**config.mk**
```make
export PLATFORM = sky130hd
export DESIGN_NAME = wb_port_arbiter
export DESIGN_NICKNAME = d
export VERILOG_FILES = /design/src/rtl/wb_port_arbiter.sv
export SDC_FILE = /design/constraint.sdc
export NUM_CORES = 1
export LEC_CHECK = 0
export BUFFER_PORTS_ARGS = -buffer_cell sky130_fd_sc_hd__clkbuf_2
export CAP_MARGIN = 10
export CORE_AREA = 2 2 123 137
export CTS_CLUSTER_DIAMETER = 150
export CTS_CLUSTER_SIZE = 14
export DETAILED_ROUTE_END_ITERATION = 8
export DIE_AREA = 0 0 125 139
export PLACE_DENSITY = 0.83
export SLEW_MARGIN = 20
export SYNTH_ARGS = -nofsm -noshare
export SYNTH_HDL_FRONTEND = slang
export SYNTH_SLANG_ARGS = --single-unit
export TNS_END_PERCENT = 30
```
**constraint.sdc**
```tcl
create_clock -name clk -period 7.12 [get_ports clk]
set_input_delay 1.424 -clock clk [delete_from_list [all_inputs] [get_ports clk]]
set_output_delay 1.424 -clock clk [all_outputs]
set_load 0.03 [all_outputs]
```
**src/rtl/wb_port_arbiter.sv**
```systemverilog
// Regfile write-port arbiter: in-order writeback vs. queued mul/div results with forced-stall anti-starvation.
// Optional feature macro WB_ARB_BYPASS_EN: an idle slot with an empty queue writes an MDU result directly.
module wb_port_arbiter #(
  parameter int XLEN       = 64,
  parameter int FIFO_DEPTH = 2,
  parameter int STARVE_MAX = 4
) (
  input  logic                          clk,
  input  logic                          rst,
  input  logic                          pipe_rd_ena,
  input  logic [4:0]                    pipe_rd_addr,
  input  logic [XLEN-1:0]               pipe_rd_data,
  input  logic                          mdu_valid,
  output logic                          mdu_ready,
  input  logic [4:0]                    mdu_rd_addr,
  input  logic [XLEN-1:0]               mdu_rd_data,
  output logic                          stall_req,
  output logic                          rf_we,
  output logic [4:0]                    rf_waddr,
  output logic [XLEN-1:0]               rf_wdata,
  output logic [$clog2(FIFO_DEPTH):0]   q_count
);

  localparam int AW = $clog2(FIFO_DEPTH);
  localparam int CW = AW + 1;
  localparam int SW = $clog2(STARVE_MAX + 1);
  localparam logic [SW-1:0] STARVE_TOP = SW'(STARVE_MAX);

  logic [4:0]      mem_addr [FIFO_DEPTH];
  logic [XLEN-1:0] mem_data [FIFO_DEPTH];
  logic [AW-1:0]   wr_ptr_reg;
  logic [AW-1:0]   rd_ptr_reg;
  logic [SW-1:0]   starve_cnt_reg;

  logic q_nonempty;
  logic pipe_real;
  logic store;
  logic push;
  logic pop;
  logic take_pipe;
  logic take_byp;

  assign q_nonempty = (q_count != '0);
  assign mdu_ready  = (q_count < CW'(FIFO_DEPTH));
  assign stall_req  = (starve_cnt_reg == STARVE_TOP) && q_nonempty;
  assign pipe_real  = pipe_rd_ena && (pipe_rd_addr != 5'd0);
  // x0-destined MDU results are handshaken away but never stored
  assign store      = mdu_valid && mdu_ready && (mdu_rd_addr != 5'd0);
  assign push       = store && !take_byp;

  always_comb begin
    pop       = 1'b0;
    take_pipe = 1'b0;
    take_byp  = 1'b0;
    if (stall_req) begin
      pop = 1'b1;
    end else if (pipe_real) begin
      take_pipe = 1'b1;
    end else if (q_nonempty) begin
      pop = 1'b1;
    end
`ifdef WB_ARB_BYPASS_EN
    else if (store) begin
      take_byp = 1'b1;
    end
`endif
  end

  always_ff @(posedge clk) begin
    if (push) begin
      mem_addr[wr_ptr_reg] <= mdu_rd_addr;
      mem_data[wr_ptr_reg] <= mdu_rd_data;
    end
  end

  always_ff @(posedge clk or posedge rst) begin
    if (rst) begin
      rf_we          <= 1'b0;
      rf_waddr       <= 5'd0;
      rf_wdata       <= '0;
      wr_ptr_reg     <= '0;
      rd_ptr_reg     <= '0;
      q_count        <= '0;
      starve_cnt_reg <= '0;
    end else begin
      rf_we <= pop || take_pipe || take_byp;
      if (pop) begin
        rf_waddr <= mem_addr[rd_ptr_reg];
        rf_wdata <= mem_data[rd_ptr_reg];
      end else if (take_pipe) begin
        rf_waddr <= pipe_rd_addr;
        rf_wdata <= pipe_rd_data;
      end else if (take_byp) begin
        rf_waddr <= mdu_rd_addr;
        rf_wdata <= mdu_rd_data;
      end

      // Power-of-two depth: pointers wrap by natural overflow
      if (push) wr_ptr_reg <= wr_ptr_reg + AW'(1);
      if (pop)  rd_ptr_reg <= rd_ptr_reg + AW'(1);

      if (push && !pop)      q_count <= q_count + CW'(1);
      else if (pop && !push) q_count <= q_count - CW'(1);

      if (pop || !q_nonempty)
        starve_cnt_reg <= '0;
      else if (take_pipe && (starve_cnt_reg != STARVE_TOP))
        starve_cnt_reg <= starve_cnt_reg + SW'(1);
    end
  end

endmodule

```
==> flow_summary.json <==
{
  "critPathLaunch": "q_count[1]",
  "multi_input_area_um2": 2400,
  "first_iter_violations": 401,
  "setup_tns_ns": 0,
  "tightest_slew_ns": 1.05,
  "fin_crit_ns": 3.84,
  "cts_inserted_buffers": 19,
  "synth_top_area_share_pct": 47.7,
  "grt_pass1_wl_mm": 30.6,
  "synth-compound-area-share_pct": 5.07,
  "drive_gt1_share_pct": 40.1,
  "path_max_fanout": 45,
  "top_layer": "met4",
  "synth.distinct_cells": 32,
  "die_x_um": 125,
  "numPortBuffers": 215,
  "synth_area_leaders": "edfxtp_1 (48%), dfrtp_1 (22%), mux2i_1 (8.0%)",
  "drt-pass1-iter-count": 4,
  "cts_resized": 0,
  "r2r_slack_ns": 3.56,
  "synthSimpleGateAreaFrac_pct": 4.87,
  "fin_crit_sh_pct": 53.9,
  "whs_ns": 0.504,
  "drt-vias-per-instance": 5.67,
  "dpl.hpwl_mm": 12.5,
  "ant_nets": 0,
  "register_area_um2": 6080,
  "cts_tree": "done",
  "crit_type": "reg2out",
  "drc": 0,
  "grt_max_degree": 78,
  "cts_buffer_depth": 3,
  "path_clk_slew_ns": 0.07,
  "synth.most_common_cell": "edfxtp_1",
  "largest_reg_flops": 128,
  "n_antenna_cell": 0,
  "fin_worst_skew_ns": 0.0115,
  "synthAdderAreaFrac_pct": 0.432,
  "place_ws_ns": 3.01,
  "vias": 5583,
  "antenna_found_initial": 0,
  "cts_sinks": 215,
  "hp-class": "reg2reg",
  "ctsHoldBuffers": 0,
  "final_util_pct": 64.9,
  "hold_start": "starve_cnt_reg[0]",
  "slew_headroom_pct": 29.9,
  "syn_inst": 564,
  "cp-end-kind": "output pin",
  "grt_pass1_vias": 6138,
  "drv_slew": 0,
  "placed_area_um2": 9880,
  "grt_overflow": 0,
  "clk_latency_ns": 0.48,
  "synth_xor_area_share_pct": 0.504,
  "dr_wl_met3_mm": 1.44,
  "async_flop_share_pct": 35.8,
  "synthMuxAreaShare_pct": 16.6,
  "worst_slack_ns": 3.28,
  "critPathCapture": "stall_req",
  "grt_setup_unrepaired": "false",
  "maxCapViolations": 0,
  "fillerInstances": 1152,
  "cts_post_setup_buffers_inserted": 0,
  "top_register": "mem_data",
  "reg.largest.list": "mem_data: 128 flops, rf_wdata: 64 flops, mem_addr: 10 flops",
  "cts_max_level": 1,
  "reg2reg_depth": 8,
  "wirelength_mm": 19.4,
  "startpoint_type": "register",
  "p_leak_nw": 4.26,
  "placeableCoreArea_um2": 16100,
  "io_pins": 216,
  "syn2layout_area_growth_pct": 20.0,
  "fp.dieH_um": 139,
  "syn-num-nets": 709,
  "grt_usage_pct": 21.9,
  "netlist_area_um2": 8680,
  "root_buffer": "clkbuf_16",
  "synth_edf_count": 138,
  "fin_nets": 913,
  "postSynthAreaPerCell_um2": 15.4,
  "wl_met1_mm": 7.57,
  "die_area_um2": 17400,
  "synth_flop_cell": "edfxtp_1",
  "rr_endpoint": "q_count[1]",
  "final_area_um2": 10400,
  "r2r_start": "q_count[0]",
  "yosys.area.top_type": "edfxtp_1",
  "place_congestion": 0.775,
  "avgRoutedWirePerCell_um": 19.7,
  "synth_top_family_by_area": "multiplexers",
  "synth_common_cells": "edfxtp_1 (138), dfrtp_1 (77), nor3_1 (71), a21oi_1 (69), mux2i_1 (69)",
  "fp-row-count": 49,
  "critical_path_arrival_ns": 2.41,
  "wl_met2_mm": 9.91,
  "peakVddDrop_mv": 0.283,
  "ys_seq_elements": 215,
  "setup_violations": 0,
  "yosys_warnings": 0,
  "worstPathRequired_ns": 5.70,
  "status": "complete, no violations",
  "start_util_pct": 54.0,
  "ys_seq_area_share_pct": 69.9,
  "pwr_density_cell_nw_per_um2": 428,
  "hold_viol_final": 0,
  "fmax_ghz": 0.261
}
## worst min-delay path by stage
| stage | endpoint | slack [ns] | depth (start not counted) |
|---|---|---|---|
| after global placement | starve_cnt_reg[0] | 0.46 | 1 |
| after floorplan | starve_cnt_reg[0] | 0.44 | 1 |
| after global routing | starve_cnt_reg[0] | 0.52 | 1 |
| final | starve_cnt_reg[0] | 0.50 | 1 |
| after detailed placement | starve_cnt_reg[0] | 0.49 | 1 |
| after CTS | starve_cnt_reg[0] | 0.50 | 1 |
## per-stage QoR
| stage | power [W] | std cells |
|---|---|---|
| global placement | 0.00347 | 951 |
| floorplan | 0.00308 | 564 |
| CTS | 0.00450 | 984 |
| detailed placement | 0.00356 | 951 |
| finish | 0.00446 | 984 |
| global route | 0.00468 | 984 |
## power breakdown
group          leakage (nW)  total [W]  switching, W  internal (W)
registers              2.16    0.00194      0.000252       0.00169
logic                  1.85    0.00159       0.00102      0.000577
clock network         0.256   0.000926      0.000423      0.000503
total                  4.26    0.00446       0.00169       0.00276
## layout by cell type (no fill, tap or decap), types with 2 or more instances in the layout
master / synthesis / final
buf_4: 0 / 6
nor2_1: 2 / 2
a21oi_1: 69 / 69
mux2_1: 6 / 6
clkbuf_2: 0 / 215
nand2_1: 3 / 3
mux2_2: 61 / 61
nor3_1: 71 / 71
xnor2_1: 3 / 3
inv_1: 5 / 4
clkbuf_1: 26 / 13
ha_1: 3 / 3
dfrtp_1: 77 / 74
clkbuf_16: 0 / 19
xor2_1: 2 / 2
mux2i_1: 69 / 69
dfrtp_2: 0 / 2
edfxtp_1: 138 / 138
a32o_1: 2 / 2
## metal layers
| metal | track usage [%] | vias up |
|---|---|---|
| li1 | - | 2534 |
| met1 | 26.4 | 2750 |
| met2 | 38.9 | 253 |
| met3 | 5.05 | 46 |
| met4 | 7.54 | 0 |
| met5 | 0 | - |
## worst max-delay path: stages (launching register included)
cell and delay (ns):
dfrtp_2 0.74, buf_4 0.58, o211ai_2 0.26, inv_1 0.13, clkbuf_2 0.21
## final cells by class
cell class / instances / area share (%)
tap: 204 / 2.45
clock buffer: 32 / 5.03
timing repair buffer: 222 / 10.9
sequential: 215 / 58.3
multi-input combinational: 305 / 23.0
inverter: 5 / 0.192
clock inverter: 1 / 0.108
## kinds of logic after synthesis
logic type | after synthesis
compound gates | 78
xor+xnor | 5
fa+ha+maj | 3
buf+inv | 44
flops | 215
mux | 136
simple gates | 83
Note: power is estimated with default switching activity, not from simulation.
